## src/rtl/pipelined_prefix_adder.sv

```systemverilog
// Pipelined Kogge-Stone adder/subtractor with valid/ready handshake and a global stall.
// Optional feature: define PPA_SATURATE_EN to clamp signed-overflow results to the signed limit.
module pipelined_prefix_adder #(
  parameter int WIDTH       = 10,
  parameter int PIPE_STAGES = 2
) (
  input  logic             clk,
  input  logic             rst_n,
  input  logic             in_valid,
  output logic             in_ready,
  input  logic [WIDTH-1:0] a,
  input  logic [WIDTH-1:0] b,
  input  logic             c_in,
  input  logic             op_sub,
  output logic             out_valid,
  input  logic             out_ready,
  output logic [WIDTH-1:0] sum,
  output logic             c_out,
  output logic             ovf,
  output logic             zero
);

  // Position 0 of the prefix vectors carries cin_eff; position i+1 is operand bit i.
  localparam int N = WIDTH + 1;
  localparam int L = $clog2(N);

  // A level is followed by a pipeline register when it equals floor(k*L/PIPE_STAGES).
  function automatic bit is_cut(input int lvl);
    for (int k = 1; k < PIPE_STAGES; k++) begin
      if ((k * L) / PIPE_STAGES == lvl) return 1'b1;
    end
    return 1'b0;
  endfunction

  logic advance;
  assign advance  = ~out_valid | out_ready;
  assign in_ready = advance;

  // c*: combinational output of each level; s*: same after an optional stage register.
  logic [N-1:0]     cg [0:L];
  logic [N-1:0]     cp [0:L];
  logic [N-1:0]     sg [0:L];
  logic [N-1:0]     sp [0:L];
  logic [WIDTH-1:0] cb [0:L];
  logic [WIDTH-1:0] sb [0:L];
  logic             cv [0:L];
  logic             sv [0:L];

  logic [WIDTH-1:0] b_eff;
  logic             cin_eff;

  assign b_eff   = op_sub ? ~b : b;
  assign cin_eff = op_sub ? ~c_in : c_in;

  assign cg[0] = {a & b_eff, cin_eff};
  assign cp[0] = {a ^ b_eff, 1'b0};
  assign cb[0] = a ^ b_eff;
  assign cv[0] = in_valid;

  for (genvar j = 0; j <= L; j++) begin : g_lvl
    if (j > 0) begin : g_comb
      localparam int D = 1 << (j - 1);
      // Zero-fill below D is exact: any group reaching position 0 has P = 0 there.
      assign cg[j] = sg[j-1] | (sp[j-1] & (sg[j-1] << D));
      assign cp[j] = sp[j-1] & (sp[j-1] << D);
      assign cb[j] = sb[j-1];
      assign cv[j] = sv[j-1];
    end

    if (is_cut(j)) begin : g_cut
      logic [N-1:0]     rg, rp;
      logic [WIDTH-1:0] rb;
      logic             rv;

      // NOTE: sequential state uses non-blocking assignments so every register samples
      // pre-edge values regardless of process evaluation order.
      always_ff @(posedge clk) begin
        if (!rst_n)       rv <= 1'b0;
        else if (advance) rv <= cv[j];
      end

      // NOTE: stage data is deliberately not reset; the valid bit alone qualifies it.
      always_ff @(posedge clk) begin
        if (advance) begin
          rg <= cg[j];
          rp <= cp[j];
          rb <= cb[j];
        end
      end

      assign sg[j] = rg;
      assign sp[j] = rp;
      assign sb[j] = rb;
      assign sv[j] = rv;
    end else begin : g_pass
      assign sg[j] = cg[j];
      assign sp[j] = cp[j];
      assign sb[j] = cb[j];
      assign sv[j] = cv[j];
    end
  end

  // After the last level, sg[L][i] is the carry into operand bit i.
  logic [N-1:0]     carry;
  logic [WIDTH-1:0] raw_sum;
  logic [WIDTH-1:0] res_sum;
  logic             res_c;
  logic             res_ovf;

  assign carry   = sg[L];
  assign raw_sum = sb[L] ^ carry[WIDTH-1:0];
  assign res_c   = carry[WIDTH];
  assign res_ovf = carry[WIDTH-1] ^ carry[WIDTH];

`ifdef PPA_SATURATE_EN
  // On overflow the wrapped sign is the inverse of a's sign, so it selects the limit.
  assign res_sum = res_ovf ? (raw_sum[WIDTH-1] ? {1'b0, {(WIDTH-1){1'b1}}}
                                               : {1'b1, {(WIDTH-1){1'b0}}})
                           : raw_sum;
`else
  assign res_sum = raw_sum;
`endif

  always_ff @(posedge clk) begin
    if (!rst_n) begin
      out_valid <= 1'b0;
      sum       <= '0;
      c_out     <= 1'b0;
      ovf       <= 1'b0;
      zero      <= 1'b0;
    end else if (advance) begin
      out_valid <= sv[L];
      if (sv[L]) begin
        sum   <= res_sum;
        c_out <= res_c;
        ovf   <= res_ovf;
        zero  <= ~|res_sum;
      end
    end
  end

endmodule
```

## config.mk

```make
export PLATFORM = sky130hd
export DESIGN_NAME = pipelined_prefix_adder
export DESIGN_NICKNAME = d
export VERILOG_FILES = /design/src/rtl/pipelined_prefix_adder.sv
export SDC_FILE = /design/constraint.sdc
export NUM_CORES = 1
export LEC_CHECK = 0
export CAP_MARGIN = 40
export CORE_ASPECT_RATIO = 1.2
export CORE_MARGIN = 4
export CORE_UTILIZATION = 51
export CTS_BUF_LIST = sky130_fd_sc_hd__clkbuf_8
export CTS_CLUSTER_SIZE = 25
export DETAILED_ROUTE_END_ITERATION = 12
export DONT_BUFFER_PORTS = 1
export PLACE_DENSITY = 0.79
export SYNTH_ARGS = -nofsm -noshare
export SYNTH_HDL_FRONTEND = slang
export SYNTH_SLANG_ARGS = --single-unit
```

## constraint.sdc

```tcl
create_clock -name clk -period 2.1 [get_ports clk]
set_input_delay 0.21 -clock clk [delete_from_list [all_inputs] [get_ports clk]]
set_output_delay 0.21 -clock clk [all_outputs]
set_load 0.01 [all_outputs]
```

==> results of run 1 <==
## where the power goes
group          switching (W)  internal, W
Combinational       0.000186     0.000148
Sequential         0.0000638      0.00103
Clock               0.000263     0.000227
Total               0.000513      0.00140
## routing by layer
metal  part of all wire  vias up  global-route usage
li1                   -      605                   -
met1               0.39      579               0.152
met3              0.074        5              0.0516
met5                  0        -                   0
met2               0.51       39               0.263
met4              0.022        0              0.0685
## sequential cells by signal (all words and copies together), names as in the netlist
| name | cells |
|---|---|
| g_lvl.g_cut.rg | 11 |
| g_lvl.g_cut.rb | 10 |
| sum | 10 |
| g_lvl.g_cut.rp | 7 |
| c_out | 1 |
| g_lvl.g_cut.rv | 1 |
| out_valid | 1 |
| ovf | 1 |
| zero | 1 |
## cell type report
class | count | area (um^2)
timing repair buffer | 1 | 7.51
clock inverter | 3 | 16.3
fill | 332 | 1560
multi-input combinational | 117 | 823
sequential | 43 | 1140
inverter | 2 | 7.51
tap | 52 | 65.1
clock buffer | 5 | 68.8
## metrics by stage
step | area, um^2 | hold WS, ps | utilization | instances | setup WS [ps]
5_1_grt | 2130 | 27.0 | 0.577 | 223 | 360
3_3_place_gp | 2040 | 343 | 0.554 | 215 | 513
3_5_place_dp | 2040 | 350 | 0.554 | 215 | 447
2_1_floorplan | 1990 | 364 | - | 167 | 240
6_report | 2130 | 44.4 | 0.577 | 223 | 437
4_1_cts | 2130 | 33.3 | 0.577 | 223 | 436
## synth_stat cells
| master | number | area (um^2) |
|---|---|---|
| edfxtp_1 | 28 | 841 |
| nand2_1 | 24 | 90.1 |
| dfxtp_1 | 15 | 300 |
| xor2_1 | 15 | 131 |
| a21o_1 | 11 | 82.6 |
| ha_1 | 10 | 125 |
| a21oi_1 | 9 | 45.0 |
| nor2_1 | 8 | 30.0 |
| a21boi_0 | 7 | 52.6 |
| xnor2_1 | 7 | 61.3 |
| o211a_1 | 5 | 50.1 |
| o21bai_1 | 4 | 30.0 |
| clkbuf_1 | 3 | 11.3 |
| o21ai_0 | 3 | 15.0 |
| and4_1 | 2 | 17.5 |
| inv_1 | 2 | 7.51 |
| nand2b_1 | 2 | 12.5 |
| nor2b_1 | 2 | 12.5 |
| a21oi_2 | 1 | 8.76 |
| a32o_1 | 1 | 10.0 |
| and2_1 | 1 | 6.26 |
| buf_1 | 1 | 3.75 |
| buf_2 | 1 | 5.00 |
| mux2i_1 | 1 | 10.0 |
| nand2_2 | 1 | 6.26 |
| nand4_1 | 1 | 6.26 |
| nor4_2 | 1 | 12.5 |
| or4_1 | 1 | 7.51 |
## cell families (layout without fill, tap and decap cells)
kind of cell | after synthesis | after routing | synth area share
compound gates | 41 | 41 | 0.148
xor+xnor | 22 | 22 | 0.0967
fa+ha+maj | 10 | 10 | 0.0628
buf+inv | 7 | 11 | 0.0138
flops | 43 | 43 | 0.573
mux | 1 | 1 | 0.00503
simple gates | 43 | 43 | 0.101
## cells in the final DEF (no fill, tap or decap), types with 2 or more instances in the layout
| cell type | netlist | routed |
|---|---|---|
| a21boi_0 | 7 | 7 |
| a21o_1 | 11 | 11 |
| a21oi_1 | 9 | 9 |
| and4_1 | 2 | 2 |
| clkbuf_8 | 0 | 5 |
| dfxtp_1 | 15 | 15 |
| edfxtp_1 | 28 | 28 |
| ha_1 | 10 | 10 |
| inv_1 | 2 | 3 |
| nand2_1 | 24 | 24 |
| nand2b_1 | 2 | 2 |
| nor2_1 | 8 | 8 |
| nor2b_1 | 2 | 2 |
| o211a_1 | 5 | 5 |
| o21ai_0 | 3 | 3 |
| o21bai_1 | 4 | 4 |
| xnor2_1 | 7 | 7 |
| xor2_1 | 15 | 15 |
## how the worst max path moves through the flow
stage | to | depth (start not counted)
after floorplan | g_lvl[2].g_cut.rg[6] | 6
after global placement | zero | 5
after detailed placement | zero | 5
after CTS | zero | 5
after global routing | zero | 5
final | zero | 5
==> impl_metrics.py, run 1 <==
metrics = {
    "sta": {
        "period_needed_ps": 1660,
        "finalCritPeriodShare": 0.792,
        "hold_viol": 0,
        "rsz0062_at_grt": "no",
        "setup_viol": 0,
        "clock-skew-final_ps": 5.58,
        "tns_ps": 0,
        "slew-limit-headroom": 0.627,
        "fmax_mhz": 601,
        "slew_violations": 0,
        "tightest_slew_ps": 560,
    },
    "clock_network": {
        "ctsHoldBuffers": 0,
        "cts_tree": "built",
        "post_cts_buffers": 0,
        "cts_resized": 0,
        "h-tree-depth": 2,
        "clkSinkCount": 43,
        "path_clk_slew_ps": 80,
        "cts_max_path_buffers": 2,
        "cts_root_buffer": "clkbuf_8",
        "cts_inserted_buffers": 5,
        "clk_latency_ps": 290,
    },
    "global_route": {
        "grt_pass1_vias": 1288,
        "grt_max_degree": 32,
        "grtUsageTotal": 0.148,
        "grt_pass1_wl_mm": 5.62,
        "antenna_found_initial": 0,
        "grt_remaining_overflow": 0,
    },
    "worst_setup_path": {
        "crit_start": "g_lvl[2].g_cut.rg[2]",
        "crit_chain": "a21o_1 > xor2_1 > or4_1 > nor4_2 > a32o_1",
        "r2r_cells": 5,
        "cp-end-kind": "flop",
        "cp_max_fo": 2,
        "cp_slowest_cell": "or4_1",
        "arrival_ps": 1900,
        "cp-start-kind": "flop",
        "slowest_delay_ps": 530,
        "crit_buf_inv": 0,
        "r2r_setup_slack_ps": 440,
        "cpLargestDelayFamily": "simple AND/OR/NAND/NOR gates",
        "r2r_end": "zero",
        "worst-setup-path-type": "reg -> reg",
        "crit-reg2reg-launch": "g_lvl[2].g_cut.rg[2]",
        "worstPathRequired_ps": 2340,
    },
    "floorplanning": {
        "io_pins": 41,
        "initial_core_util": 0.539,
        "coreArea_um2": 3690,
        "num_rows": 24,
        "die-area_um2": 4970,
        "fp.dieW_um": 65.1,
        "die_h_um": 76.5,
    },
    "placement": {
        "gp_congestion": 0.744,
        "dp_hpwl_mm": 2.69,
        "io_buffers": 0,
    },
    "worst_hold_path": {
        "holdCritPathClass": "in -> reg",
        "min_from": "rst_n",
        "hold_depth": 1,
        "min_to": "c_out",
    },
    "routing": {
        "dr.pass1.iters": 4,
        "post_drt_wl_per_cell_um": 15.3,
        "num_vias": 1228,
        "remaining_drc_errors": 0,
        "first_iter_violations": 60,
        "vias_per_cell": 5.51,
        "ant_nets": 0,
        "wl_mm": 3.40,
    },
    "power": {
        "total_power_w": 0.00192,
        "powerDensity_nw_per_um2": 900,
        "peakVddDrop_mv": 0.432,
        "power.leakage_nw": 0.917,
    },
    "job": {
        "maxCapViolCount": 0,
    },
    "synthesis": {
        "synth_seq_cells": 43,
        "netlist_area_um2": 1990,
        "yosysWarningCount": 0,
        "yosys.cell_types.count": 28,
        "syn_avg_cell_area_um2": 11.9,
        "ys_seq_area_frac": 0.573,
        "synthesis.nets": 203,
        "syn_inst": 167,
    },
    "layout": {
        "insertedDiodeCount": 0,
        "drive_gt1_frac": 0.0643,
        "area_growth_pct": 6.91,
        "nets": 206,
    },
    "outcome": {
        "status": "completed",
    },
}
No activity file was read; power rests on OpenSTA's default activity.
==> run 2: changes to the inputs <==
- clock period: 2.1 -> 1.5 ns (I/O delays scaled with it)
==> run 2 against run 1 <==
  * The run now ends with setup timing left
  * Critical endpoint unchanged
  * First-iteration DRC count increased by 12%
  * Core utilization grew 3.1 points
  * Design area is 5.3% higher
  * Critical path type unchanged
==> impl_metrics.py, run 2 (same netlist as run 1, synthesis figures left out) <==
metrics = {
    "sta": {
        "hold_viol": 0,
        "tns_ps": -149,
        "slew-limit-headroom": 0.635,
        "clock-skew-final_ps": 2.35,
        "setup_ws_ps": -149,
        "tightest_slew_ps": 547,
        "period_needed_ps": 1650,
        "rsz0062_at_grt": "yes",
        "fmax_mhz": 606,
        "finalCritPeriodShare": 1.10,
        "slew_violations": 0,
        "setup_viol": 1,
    },
    "layout": {
        "finish.instance_area_um2": 2240,
        "drive_gt1_frac": 0.115,
        "nets": 217,
        "area_growth_pct": 12.6,
        "final_cell_mix": "28 x edfxtp_1, 24 x nand2_1, 15 x xor2_1, 15 x dfxtp_1, 11 x a21o_1",
        "largest_reg_flops": 11,
        "top_register": "g_lvl.g_cut.rg",
        "insertedDiodeCount": 0,
        "top_regs": "g_lvl.g_cut.rg x11, g_lvl.g_cut.rb x10, sum x10",
        "mostFrequentLayoutCell": "edfxtp_1",
    },
    "outcome": {
        "status": "complete, but fails checks",
        "violations": "setup timing",
    },
    "placement": {
        "dp_hpwl_mm": 2.80,
        "dpl_cell_area_um2": 2110,
        "gp_congestion": 0.785,
        "pre_cts_slack_ps": -124,
        "io_buffers": 0,
    },
    "power": {
        "powerDensity_nw_per_um2": 1300,
        "peakVddDrop_mv": 0.666,
        "p_int_w": 0.00218,
        "p_seq_frac": 0.526,
        "power.leakage_nw": 0.980,
        "p_sw_w": 0.000728,
        "combPwrFrac": 0.183,
        "swShare": 0.250,
        "clock_power_share": 0.291,
        "total_power_w": 0.00291,
    },
    "global_route": {
        "grt_max_degree": 23,
        "grtUsageTotal": 0.158,
        "grt_remaining_overflow": 0,
        "antenna_found_initial": 0,
        "grt_pass1_vias": 1315,
        "grt_pass1_wl_mm": 6.00,
    },
    "worst_setup_path": {
        "cp-end-kind": "flop",
        "r2r_setup_slack_ps": -150,
        "worstPathRequired_ps": 1730,
        "arrival_ps": 1880,
        "worst-setup-path-type": "reg -> reg",
        "cp_max_fo": 2,
        "cp-start-kind": "flop",
    },
    "job": {
        "maxCapViolCount": 0,
    },
    "routing": {
        "first_iter_violations": 67,
        "vias_per_cell": 5.37,
        "post_drt_wl_per_cell_um": 15.1,
        "wl_mm": 3.54,
        "dr.pass1.iters": 4,
        "num_vias": 1256,
        "remaining_drc_errors": 0,
        "ant_nets": 0,
    },
    "clock_network": {
        "h-tree-depth": 2,
        "cts_max_path_buffers": 2,
        "cts_root_buffer": "clkbuf_8",
        "cts_inserted_buffers": 5,
        "clkSinkCount": 43,
        "path_clk_slew_ps": 70,
        "post_cts_buffers": 0,
        "cts_tree": "built",
        "clk_latency_ps": 290,
    },
    "floorplanning": {
        "coreArea_um2": 3690,
        "fp.dieW_um": 65.1,
        "die-area_um2": 4970,
        "initial_core_util": 0.539,
        "die_h_um": 76.5,
        "io_pins": 41,
        "num_rows": 24,
    },
    "worst_hold_path": {
        "holdCritPathClass": "in -> reg",
    },
}
run 2: cell types whose count changed in the layout (fill, tap and decap cells not counted):
cell           delta
a21oi_1           -1
bufinv_16         +1
a21oi_2           +1
buf_4             +9
clkinvlp_4        -1
inv_1             -1
clkinv_1          +1
dlygate4sd3_1     +2
run 2: repair_timing:
action / in CTS / in global routing
hold buffers: 1 / 1
gates resized for setup: 0 / 1
endpoints found under the setup margin: 1 / 3
hold endpoints to repair: 11 / 1
run 2: power groups by stage:
stage	sequential [W]	clock [W]	combinational, W
2_1_floorplan	0.00153	0	0.000393
3_3_place_gp	0.00155	0	0.000504
3_5_place_dp	0.00156	0	0.000527
4_1_cts	0.00153	0.000866	0.000536
5_1_grt	0.00155	0.000933	0.000600
6_report	0.00153	0.000847	0.000532
run 2: cell type report:
class / count / area (um^2)
Timing Repair Buffer: 12 / 95.1
Fill cell: 316 / 1450
Tap cell: 52 / 65.1
Inverter: 2 / 7.51
Clock buffer: 5 / 68.8
Sequential cell: 43 / 1140
Clock inverter: 3 / 38.8
Multi-Input combinational cell: 117 / 827
run 2: metal layers:
layer	GRT usage	wire length, um	vias up
met2	0.268	1840	40
li1	-	-	625
met4	0.0747	78	0
met5	0	0	-
met3	0.0457	236	6
met1	0.180	1390	585
run 2: stage by stage:
| stage | hold slack, ps | cells | util |
|---|---|---|---|
| after global routing | 2.89 | 234 | 0.607 |
| after floorplan | 304 | 167 | - |
| after CTS | 2.71 | 233 | 0.604 |
| after detailed placement | 290 | 224 | 0.572 |
| final | 15.7 | 234 | 0.607 |
| after global placement | 286 | 224 | 0.572 |
run 2: worst paths after layout:
check	start	to	depth (start not counted)
setup / recovery	g_lvl[2].g_cut.rg[2]	zero	5
hold / removal	rst_n	sum[9]	1
setup reg to reg	g_lvl[2].g_cut.rg[2]	zero	5
hold reg to reg	g_lvl[2].g_cut.rv	out_valid	2
run 2: worst max-delay path, stage by stage, from the launching register on:
cell      delay, ps
edfxtp_1        400
a21o_1          200
xor2_1          160
or4_1           520
nor4_2          170
a32o_1          150
==> run 3: changes to the inputs <==
- CTS_CLUSTER_SIZE: 25 -> not set
==> results of run 3 <==
The final DEF is identical to that of run 2; final timing and power are the same.
